## src/rtl/mem_writein_demux.sv

```systemverilog
// mem_writein_demux: receives serialized {bx, src, data} readout words and writes
// them back into NMEM ping-pong data memories over one shared write bus.
// Per-memory item counts are kept per event. On new_event the counts are
// flushed into the nitems line of each memory on the page that was just closed.
// Optional feature macro: BX_CHECK_EN. When it is defined, a word whose bx field
// differs from the current event's bx is discarded and counted in bx_err_cnt.
module mem_writein_demux #(
    parameter int unsigned NMEM        = 12,
    parameter int unsigned DATA_W      = 45,
    parameter int unsigned ADDR_W      = 5,
    parameter int unsigned NITEMS_ADDR = 31
) (
    input  logic              clk,
    input  logic              reset,
    input  logic              new_event,
    input  logic [51:0]       mem_dat_stream,
    input  logic              valid,
    output logic              wr_en,
    output logic [3:0]        wr_sel,
    output logic [ADDR_W:0]   wr_addr,
    output logic [DATA_W-1:0] wr_data,
    output logic              page,
    output logic              flush_busy,
    output logic              counts_done,
    output logic              drop,
    output logic              overrun
`ifdef BX_CHECK_EN
    ,
    output logic [7:0]        bx_err_cnt
`endif
);

    localparam int unsigned SRC_W = 4;
    localparam int unsigned BX_W  = 3;
    localparam int unsigned CNT_W = 6;

    typedef enum logic [1:0] {IDLE, RECV, FLUSH} state_t;

    state_t             state, state_nxt;
    logic [CNT_W-1:0]   cnt       [NMEM];
    logic [CNT_W-1:0]   flush_cnt [NMEM];
    logic [SRC_W-1:0]   flush_idx;
    logic               flush_page;
    logic [BX_W-1:0]    bx_cur;

    logic [BX_W-1:0]    word_bx_c;
    logic [SRC_W-1:0]   word_src_c;
    logic [DATA_W-1:0]  word_data_c;
    logic               src_ok_c;
    logic               bx_ok_c;
    logic               full_c;
    logic               accept_c;
    logic               drop_evt_c;
    logic               page_eff_c;
    logic [CNT_W-1:0]   cur_cnt_c;
    logic               flush_fire_c;
    logic               flush_last_c;
    logic               cnt_zero_c;

    assign word_bx_c   = mem_dat_stream[51:49];
    assign word_src_c  = mem_dat_stream[48:45];
    assign word_data_c = mem_dat_stream[44:0];

`ifdef BX_CHECK_EN
    logic               bx_bad_c;
    logic [BX_W-1:0]    bx_exp_c;

    // Words arriving with new_event already belong to the next bx
    assign bx_exp_c = new_event ? bx_cur + BX_W'(1) : bx_cur;
    assign bx_ok_c  = (word_bx_c == bx_exp_c);
    assign bx_bad_c = valid && src_ok_c && !bx_ok_c;
`else
    logic               bx_unused_c;

    assign bx_ok_c     = 1'b1;
    assign bx_unused_c = ^word_bx_c;
`endif

    // Word classification; a word in the new_event cycle sees cleared counts and the new page
    always_comb begin
        src_ok_c   = (word_src_c < SRC_W'(NMEM));
        page_eff_c = new_event ? ~page : page;
        cur_cnt_c  = '0;
        if (!new_event && src_ok_c) begin
            cur_cnt_c = cnt[word_src_c];
        end
        full_c     = (cur_cnt_c == CNT_W'(NITEMS_ADDR));
        accept_c   = valid && src_ok_c && bx_ok_c && !full_c;
        drop_evt_c = valid && (!src_ok_c || (bx_ok_c && full_c));
    end

    // Count flush uses the bus only when no data write claims it
    always_comb begin
        flush_fire_c = (state == FLUSH) && !new_event && !accept_c;
        flush_last_c = flush_fire_c && (flush_idx == SRC_W'(NMEM - 1));
        cnt_zero_c   = 1'b1;
        for (int unsigned i = 0; i < NMEM; i++) begin
            if (cnt[i] != '0) begin
                cnt_zero_c = 1'b0;
            end
        end
    end

    // FSM state register
    always_ff @(posedge clk) begin
        if (reset) begin
            state <= IDLE;
        end else begin
            state <= state_nxt;
        end
    end

    // FSM next-state logic
    always_comb begin
        state_nxt = state;
        if (new_event) begin
            state_nxt = FLUSH;
        end else begin
            case (state)
                IDLE:    if (valid) state_nxt = RECV;
                RECV:    state_nxt = RECV;
                FLUSH:   if (flush_last_c) state_nxt = (cnt_zero_c && !accept_c) ? IDLE : RECV;
                default: state_nxt = IDLE;
            endcase
        end
    end

    // Write bus, counters, page swap and status flags
    always_ff @(posedge clk) begin
        if (reset) begin
            wr_en       <= 1'b0;
            wr_sel      <= '0;
            wr_addr     <= '0;
            wr_data     <= '0;
            page        <= 1'b0;
            flush_busy  <= 1'b0;
            counts_done <= 1'b0;
            drop        <= 1'b0;
            overrun     <= 1'b0;
            flush_idx   <= '0;
            flush_page  <= 1'b0;
            bx_cur      <= '0;
            for (int unsigned i = 0; i < NMEM; i++) begin
                cnt[i]       <= '0;
                flush_cnt[i] <= '0;
            end
        end else begin
            wr_en       <= 1'b0;
            counts_done <= 1'b0;

            if (accept_c) begin
                wr_en   <= 1'b1;
                wr_sel  <= word_src_c;
                wr_addr <= {page_eff_c, cur_cnt_c[ADDR_W-1:0]};
                wr_data <= word_data_c;
            end else if (flush_fire_c) begin
                wr_en     <= 1'b1;
                wr_sel    <= flush_idx;
                wr_addr   <= {flush_page, ADDR_W'(NITEMS_ADDR)};
                wr_data   <= DATA_W'(flush_cnt[flush_idx]);
                flush_idx <= flush_idx + SRC_W'(1);
                if (flush_last_c) begin
                    counts_done <= 1'b1;
                    flush_busy  <= 1'b0;
                end
            end

            if (new_event) begin
                for (int unsigned i = 0; i < NMEM; i++) begin
                    flush_cnt[i] <= cnt[i];
                    cnt[i]       <= '0;
                end
                page       <= ~page;
                flush_page <= page;
                bx_cur     <= bx_cur + BX_W'(1);
                flush_idx  <= '0;
                flush_busy <= 1'b1;
                if (flush_busy) begin
                    overrun <= 1'b1;
                end
            end

            if (accept_c) begin
                cnt[word_src_c] <= cur_cnt_c + CNT_W'(1);
            end

            if (drop_evt_c) begin
                drop <= 1'b1;
            end
        end
    end

`ifdef BX_CHECK_EN
    // Saturating count of words rejected for a bx mismatch
    always_ff @(posedge clk) begin
        if (reset) begin
            bx_err_cnt <= '0;
        end else if (bx_bad_c && (bx_err_cnt != 8'hFF)) begin
            bx_err_cnt <= bx_err_cnt + 8'd1;
        end
    end
`endif

endmodule

```

## config.mk

```make
export PLATFORM = sky130hd
export DESIGN_NAME = mem_writein_demux
export DESIGN_NICKNAME = d
export VERILOG_FILES = /design/src/rtl/mem_writein_demux.sv
export SDC_FILE = /design/constraint.sdc
export NUM_CORES = 1
export LEC_CHECK = 0
export ABC_AREA = 0
export CAP_MARGIN = 20
export CORE_AREA = 2 2 114 198
export CTS_BUF_LIST = sky130_fd_sc_hd__clkbuf_8
export DETAILED_ROUTE_END_ITERATION = 6
export DIE_AREA = 0 0 116 200
export GPL_TIMING_DRIVEN = 0
export PLACE_DENSITY = 0.64
export SLEW_MARGIN = 5
export SYNTH_ARGS = -nofsm -noshare
export SYNTH_HDL_FRONTEND = slang
export SYNTH_SLANG_ARGS = --single-unit
```

## constraint.sdc

```tcl
create_clock -name clk -period 7.57 [get_ports clk]
set_input_delay 1.514 -clock clk [delete_from_list [all_inputs] [get_ports clk]]
set_output_delay 1.514 -clock clk [all_outputs]
set_load 0.02 [all_outputs]
```

==> metrics.csv, run 1 <==
metric,value,unit
dpl hpwl,22200,µm
leak pwr,4.40,nW
crit-path max FO,10,
first-pass GRT wire length,42800,µm
Top Usage Layer GRT,met2,
clock latency on the worst-skew pair,0.54,ns
Final ANT Viol Nets,0,
# diodes,0,
FP Rows,71,
final wirelength,29000,µm
FMAX,0.167,GHz
Max Slew Vio Count,0,
global route overflow,0,
initial antenna violation count,0,
I/O Pins,117,
"Primary FF master, synth",edfxtp_1,
DR vias,6798,
startpoint types,input pin,
gpl congestion,0.995,
PD cells,225,nW/µm²
met2 usage,0.467,
post-synth cell types,61,
Layout fillers,1929,
Final TNS setup,0,ns
drt drc,0,
# port buffers,109,
Syn Nets,800,
critical-path cell list,"clkdlybuf4s50_1, clkbuf_1, nor2_1, a22o_1, a21oi_1, or2_2, clkbuf_1, inv_1, ha_1, nor2b_1, and3_1, a31oi_2, o41a_1, nand2_2, o21ai_0",
fraction of layout cells with a size suffix above 1,0.141,
max cap viols,0,
"Slowest-stage cell, CP",o21ai_0,
WS Path Type,input pin to flip-flop,
cell total after placement,1144,
"EDFF count, synth",144,
total number of yosys warnings,0,
"Seq/Total Area, Yosys",0.604,
"commonest non-fill, non-tap cell in the layout",edfxtp_1,
Die Ht,200,µm
Slew Limit Headroom,0.265,
status,completed,
Critical Path AT,6.13,ns
Post-synth ARST share,0,
Overall Global Routing Usage,0.257,
vias in the first global route,6858,
root buf cell,clkbuf_8,
Worst Max-Slew Pin Slew,1.09,ns
met3 Use GR,0.0441,
Mapped Area,9540,µm²
Worst path max stage delay,0.91,ns
CTS tree,done,
post-cts resize count,0,
DP Worst Slack,1.03,ns
RSZ-0062 raised after global routing,no,
fin worst setup slack,1.59,ns
Post-CTS Setup Bufs,0,
CP required,7.72,ns
crit path capture type,flip-flop,
Core Area,21500,µm²
final setup violation count,0,
period utilization,0.790,
Synth Instances,742,
synth-to-layout area growth,22.5,%
CP most frequent cell,clkbuf_1,
Clock Path Buffers,3,
#FFs+latches synth,216,
H-tree levels,2,
Initial Util,0.444,
Die Span X,116,µm
Fin. Hold Viols,0,
met1 Usage GRT,0.267,
Die Area,23200,µm²
drt wl/cell,24.1,µm
First-pass DRT Iterations,5,
fin nets,947,
CTS sink cnt,216,
most frequent cells in the layout,"edfxtp_1 (144), clkdlybuf4s50_1 (109), dfxtp_1 (72)",
syn avg cell area,12.9,µm²
Final min period,5.98,ns
Iter 0 DRT Violations,431,
clock buffer count from CTS,34,
Clock transition at path regs,0.06,ns
largest net degree at the start of global routing,74,
min-delay worst type,flip-flop to flip-flop,
DR vias/cell,5.64,
clock skew,0.0176,ns
fin cells,1205,
Max VDD drop,0.000143,V
hold buffer count at cts,0,
## worst paths after layout
path	start	endpoint	slack (ns)	cells after the start
max reg2reg	cnt[4][0]	cnt[5][5]	2.79	13
min reg2reg	overrun	overrun	0.47	2
max	mem_dat_stream[47]	cnt[5][5]	1.59	15
min	overrun	overrun	0.47	2
## power breakdown
group | total (W) | switching, W | internal (W)
combinational | 0.000300 | 0.000172 | 0.000127
clock | 0.000972 | 0.000455 | 0.000517
sequential | 0.00136 | 0.0000394 | 0.00132
total | 0.00263 | 0.000666 | 0.00196
## logic make-up (layout without fill, tap and decap cells)
family	count (synthesis)	in the layout	synth area share
multiplexers	52	52	0.0930
AO/OA/AOI/OAI	124	124	0.109
XOR/XNOR	3	3	0.00275
buffers and inverters	71	242	0.0383
AND/OR/NAND/NOR	274	274	0.150
adder cells (fa/ha/maj)	2	2	0.00262
flip-flops	216	216	0.604
## flip-flops by register name, summed over array words and instances, names as in the netlist, 2 cells and up, named ones only
signal / count
cnt: 72
flush_cnt: 72
flush_idx: 4
state: 2
wr_addr: 6
wr_data: 45
wr_sel: 4
## layout make-up
cell class	instances	area [µm²]	share of cell area
sequential	216	5770	0.494
multi-input combinational	455	3410	0.292
timing repair buffer	111	1120	0.0962
clock buffer	37	509	0.0436
tap	292	365	0.0313
buffer	66	347	0.0297
clock inverter	23	141	0.0121
inverter	5	21.3	0.00182
## cell usage after synthesis, types with 3 or more instances
cell,count,area [µm²]
a211oi_1,5,37.5
a211oi_2,9,113
a21oi_1,11,55.1
a22o_1,40,350
a311oi_1,10,87.6
and2_1,3,18.8
and3_1,62,388
buf_2,15,75.1
buf_6,8,90.1
clkbuf_1,40,150
dfxtp_1,72,1440
edfxtp_1,144,4320
inv_1,5,18.8
mux2_2,3,33.8
mux2i_1,20,200
mux4_2,29,653
nand2_1,51,191
nand2b_1,3,18.8
nand3_1,5,25.0
nand4_1,4,25.0
nor2_1,54,203
nor2b_1,21,131
nor3_1,41,205
nor4_1,16,100
o21ai_0,23,115
## critical path, delay by kind of cell
family / cells / cell delay [ns]
simple gates: 5 / 0.93
fa+ha+maj: 1 / 0.21
compound gates: 5 / 2.11
buf+inv: 4 / 1.34
## per-layer routing
layer / vias to the layer above / wire, µm
li1: 3155 / -
met2: 296 / 15600
met3: 89 / 1490
met5: - / 0
met1: 3258 / 9850
met4: 0 / 2060
## stage by stage
| step | power [W] | utilization | hold slack, ns | cell area, µm² |
|---|---|---|---|---|
| 3_3_place_gp | 0.00168 | 0.512 | 0.454 | 11000 |
| 3_5_place_dp | 0.00168 | 0.513 | 0.463 | 11000 |
| 5_1_grt | 0.00272 | 0.543 | 0.492 | 11700 |
| 2_1_floorplan | 0.00154 | - | 0.460 | 9540 |
| 4_1_cts | 0.00264 | 0.543 | 0.481 | 11700 |
| 6_report | 0.00263 | 0.543 | 0.470 | 11700 |
(Power assumes the default switching activity.)
==> run 2: changes to the inputs <==
==> constraint.sdc (replaced) <==
create_clock -name clk -period 6.2 [get_ports clk]
set_input_delay 1.24 -clock clk [delete_from_list [all_inputs] [get_ports clk]]
set_output_delay 1.24 -clock clk [all_outputs]
set_load 0.02 [all_outputs]
==> results of run 2 <==
The final DEF is identical to that of run 1. Status: completed.
Main changes from that run: setup slack after placement 1.03 ns -> -0.0638 ns; setup slack after layout 1.59 ns -> 0.491 ns; register-to-register setup slack 2.79 ns -> 1.42 ns; total power 0.00263 W -> 0.00321 W; worst IR drop on VDD 0.000143 V -> 0.000175 V
==> run 3: changes to the inputs <==
--- a/config.mk
+++ b/config.mk
@@ -11,6 +11,7 @@
 export CTS_BUF_LIST = sky130_fd_sc_hd__clkbuf_8
 export DETAILED_ROUTE_END_ITERATION = 6
 export DIE_AREA = 0 0 116 200
+export GPL_ROUTABILITY_DRIVEN = 0
 export GPL_TIMING_DRIVEN = 0
 export PLACE_DENSITY = 0.64
 export SLEW_MARGIN = 5
==> metrics.csv, run 3 (synthesized netlist as in run 1, its figures left out) <==
metric,value,unit
root buf cell,clkbuf_8,
dpl hpwl,21500,µm
most frequent cells in the layout,"edfxtp_1 (144), clkdlybuf4s50_1 (109), dfxtp_1 (72)",
Core Area,21500,µm²
clock share of power,0.375,
drt drc,0,
end of the critical path,cnt[4][0],
Die Ht,200,µm
crit-path max FO,10,
RR Endpoint,cnt[4][0],
period utilization,0.900,
crit path capture type,flip-flop,
clock latency on the worst-skew pair,0.60,ns
startpoint types,input pin,
CTS tree,done,
H-tree levels,1,
Worst R2R Path Depth,13,
Max VDD drop,0.000157,V
fin nets,943,
Iter 0 DRT Violations,570,
CTS sink cnt,216,
Max Slew Vio Count,0,
largest net degree at the start of global routing,74,
Top Registers,"cnt x72, flush_cnt x72, wr_data x45",
Die Area,23200,µm²
Switching Share,0.250,
Fin. Hold Viols,0,
synth-to-layout area growth,22.6,%
Clock Path Buffers,3,
First-pass DRT Iterations,5,
dpl cell area,11000,µm²
internal reg-to-reg setup slack,1.39,ns
Flop pwr share,0.513,
DR vias/cell,5.76,
Post-CTS Setup Bufs,0,
"commonest non-fill, non-tap cell in the layout",edfxtp_1,
Final ANT Viol Nets,0,
Worst Max-Slew Pin Slew,1.05,ns
post-cts resize count,0,
first-pass GRT wire length,41800,µm
Initial Util,0.444,
vias in the first global route,6903,
Critical Path AT,5.80,ns
Clock transition at path regs,0.06,ns
DR vias,6918,
Final min period,5.58,ns
drt wl/cell,23.6,µm
clock skew,0.0162,ns
hold buffer count at cts,0,
# diodes,0,
RR Startpoint,cnt[4][0],
min-delay worst type,flip-flop to flip-flop,
status,completed,
RSZ-0062 raised after global routing,no,
Comb pwr share,0.112,
PD cells,277,nW/µm²
CP required,6.42,ns
FMAX,0.179,GHz
P_int,0.00243,W
WS Path Type,input pin to flip-flop,
I/O Pins,117,
Slew Limit Headroom,0.295,
clock buffer count from CTS,31,
leak pwr,4.39,nW
CP Launch Point,mem_dat_stream[47],
final wirelength,28400,µm
# port buffers,109,
Overall Global Routing Usage,0.249,
FP Rows,71,
Switch Pwr,0.000810,W
total chip power,0.00324,W
final setup violation count,0,
fraction of layout cells with a size suffix above 1,0.142,
Die Span X,116,µm
initial antenna violation count,0,
Final TNS setup,0,ns
max cap viols,0,
Final Instance Area,11700,µm²
global route overflow,0,
==> run 3: per-layer routing <==
metal | share of wire | vias up | wire length, µm | global-route usage
met1 | 0.33 | 3299 | 9300 | 0.258
met4 | 0.079 | 0 | 2250 | 0.176
met2 | 0.53 | 362 | 15100 | 0.452
li1 | - | 3145 | - | -
met3 | 0.061 | 112 | 1730 | 0.0359
met5 | 0 | - | 0 | 0
==> run 3: worst min-delay path by stage <==
stage | endpoint | cells past startpoint | slack, ns | from
after floorplan | flush_page | 2 | 0.46 | flush_page
after global placement | overrun | 2 | 0.45 | overrun
after detailed placement | wr_data[20] | 1 | 0.46 | wr_data[20]
after CTS | drop | 2 | 0.48 | drop
after global routing | wr_data[19] | 1 | 0.49 | wr_data[19]
final | overrun | 2 | 0.47 | overrun
==> run 3: power groups by stage <==
| stage | registers, W | logic [W] | clock network, W |
|---|---|---|---|
| 3_3_place_gp | 0.00169 | 0.000357 | 0 |
| 2_1_floorplan | 0.00170 | 0.000174 | 0 |
| 3_5_place_dp | 0.00169 | 0.000360 | 0 |
| 6_report | 0.00166 | 0.000364 | 0.00122 |
| 5_1_grt | 0.00167 | 0.000387 | 0.00129 |
| 4_1_cts | 0.00166 | 0.000361 | 0.00123 |
==> run 3: critical path: stages <==
cell             delay, ns
clkdlybuf4s50_1       0.50
clkbuf_1              0.50
nor2_1                0.17
a22o_1                0.28
a21oi_1               0.21
or2_2                 0.15
clkbuf_1              0.27
inv_1                 0.08
ha_1                  0.21
nor2b_1               0.15
and3_1                0.21
a31oi_2               0.34
o41a_1                0.35
nand2_2               0.23
o21ai_0               0.89
==> run 3: layout make-up <==
class	count	area (µm²)
Clock inverter	20	159
Fill cell	1928	9800
Buffer	66	347
Tap cell	292	365
Multi-Input combinational cell	455	3410
Inverter	5	21.3
Clock buffer	37	509
Sequential cell	216	5770
Timing Repair Buffer	110	1120
==> run 3: metrics by stage <==
stage                util  worst slack, ns  cells  hold slack (ns)
global route        0.544            0.419   1201            0.489
finish              0.544            0.620   1201            0.473
detailed placement  0.513           0.0109   1144            0.462
floorplan               -             1.47    742            0.460
CTS                 0.544            0.655   1201            0.480
global placement    0.512           0.0776   1143            0.452
==> patch: new RTL, settings of run 3 <==
Build with the macro `BX_CHECK_EN` defined.
--- a/src/rtl/mem_writein_demux.sv
+++ b/src/rtl/mem_writein_demux.sv
@@ -4,6 +4,8 @@
 // flushed into the nitems line of each memory on the page that was just closed.
 // Optional feature macro: BX_CHECK_EN. When it is defined, a word whose bx field
 // differs from the current event's bx is discarded and counted in bx_err_cnt.
+`define BX_CHECK_EN
+
 module mem_writein_demux #(
     parameter int unsigned NMEM        = 12,
     parameter int unsigned DATA_W      = 45,
Behaviour (old outputs only; new: bx_err_cnt): not the same (a bounded check fails within 4 cycles, from zero or initial values and one cycle with reset high).
==> patch against run 3 <==
Setup slack worse by 0.12 ns. Area after synthesis rose by 8.1%. Synthesized cell count grew 9.7%. Total power up 1.2%. Sequential cell count grew 11. Wire length is 17% higher. Cell area is 7.6% higher. Combinational power increased by 3%. Highest routed layer unchanged.
==> patch: results (changes against run 3) <==
Run status
  • Status: finished, final reports clean

Final layout
  • Fillers: 1884 (-2.3%)
  • Diode count: 0 (unchanged)
  • Nets: 1041 (+10%)
  • Largest regs: cnt x72, flush_cnt x72, wr_data x45
  • Fraction of layout instances using a drive strength above 1: 0.140 (-0.00162)

Routing
  • WL met2: 17.5 mm (+16%)
  • TritonRoute pass-1 iters: 6 (+1)
  • DRT met1 WL: 11.5 mm (+24%)
  • Met3 Routed Length: 2.02 mm (+17%)
  • DR top layer: met4
  • DR vias: 8072 (+17%)
  • Initial DRC Count: 793 (+39%)
  • Total wire length: 33.4 mm (+17%)

Synthesis
  • Sequential area share after synthesis: 0.580 (-0.0241)
  • Post-synthesis net count: 874 (+9.3%)
  • Leading post-synthesis cells by cell area: edfxtp_1 (42%), dfxtp_1 (16%), mux4_2 (6.3%)
  • Synth cell types: 65 (+6.6%)
  • Synth top cells by count: edfxtp_1 (144), dfxtp_1 (83), and3_1 (62), nor4_1 (58), clkbuf_1 (49)
  • Syn. warnings: 0 (unchanged)
  • Prevailing post-synth register cell: edfxtp_1
  • Post-synth EDFFs: 144 (unchanged)
  • Fraction of registers with async set/reset: 0 (unchanged)

Hold path
  • Worst hold path type: register to register

Clock tree
  • H-tree Lvls: 2 (+1)
  • Clock transition at the registers of the reported paths: 0.06 ns (about the same)
  • CTS root buffer: clkbuf_8
  • CTS resizes: 0 (unchanged)
  • CTS Buf Count: 35 (+13%)
  • Setup bufs post-CTS: 0 (unchanged)
  • Clock buffer depth: 3 (unchanged)
  • Clk Latency, worst-skew pair: 0.54 ns (-0.06 ns)

GRT
  • Met3 usage: 0.0465 (+0.0106)
  • Initial antenna violation count: 0 (unchanged)
  • Global-route wire length before repair: 50.6 mm (+21%)
  • Largest net degree at the start of global routing: 77 (+4.1%)
  • Total grt overflow: 0 (unchanged)
  • Met2 GRT Util: 0.528 (+0.0760)
  • Total track usage: 0.298 (+0.0487)
  • Vias in the first global route: 8395 (+22%)
  • Met1 GRT Util: 0.328 (+0.0701)

Pwr
  • IR Drop Worst-Case VDD: 0.000171 V (+9.1%)
  • Leakage Power: 4.51 nW (+2.7%)

Setup path
  • Top delay family on crit path: buffers and inverters
  • CP peak stage delay: 0.86 ns (-0.03 ns)
  • CP max-delay cell: o31ai_1
  • Crit Path Max Fanout: 10 (unchanged)

Timing
  • Slew HR: 0.284 (-0.0115)
  • Setup violators final: 0 (unchanged)
  • Skew final: 0.0361 ns (+0.0199 ns)

Place
  • Pre-CTS setup slack: 0.0266 ns (+0.0157 ns)
  • IO Port Bufs: 123 (+13%)
  • Post-DP HPWL: 25.0 mm (+16%)
## patch: cell count changes in the layout (fill, tap and decap cells not counted), sizes merged, moves of 11 or more
cell	delta
clkdlybuf4s50	+14
nor2	-19
buf	+11
a2111oi	+13
o21ai	-20
a22o	-40
nor4	+42
a32o	+39
dfxtp	+11
o31ai	+14
## patch: cells by family (layout without fill, tap and decap cells)
group | Yosys count | after routing | share of synthesized area
buffers and inverters | 87 | 278 | 0.0411
flip-flops | 227 | 227 | 0.580
AND/OR/NAND/NOR | 300 | 300 | 0.158
AO/OA/AOI/OAI | 124 | 124 | 0.110
adder cells (fa/ha/maj) | 4 | 4 | 0.00485
multiplexers | 56 | 56 | 0.0910
XOR/XNOR | 16 | 16 | 0.0150
## patch: per-stage QoR
step | cells | instance area, um2
4_1_cts | 1294 | 12600
2_1_floorplan | 814 | 10300
6_report | 1297 | 12600
3_5_place_dp | 1233 | 11900
5_1_grt | 1297 | 12600
3_3_place_gp | 1229 | 11900
## patch: final timing paths
check,startpoint,slack [ns],to,cells past startpoint
min reg2reg,state[1],0.43,state[0],1
max,mem_dat_stream[45],0.50,cnt[7][4],14
max reg2reg,cnt[6][0],1.75,cnt[7][4],11
min,state[1],0.43,state[0],1
## patch: cell type report
class	instances	area [um2]	area share
flip-flops and latches	227	5990	0.475
multi-input cells	500	3910	0.310
repair buffers	130	1270	0.101
clock buffers	36	495	0.0394
plain buffers	81	402	0.0319
well taps	292	365	0.0290
clock inverters	25	139	0.0110
inverters	6	25.0	0.00199
## patch: power by group
group | switching (W) | leakage, nW | internal, W
sequential | 0.0000471 | 2.27 | 0.00167
combinational | 0.000223 | 1.87 | 0.000151
clock | 0.000597 | 0.363 | 0.000586
total | 0.000867 | 4.51 | 0.00241
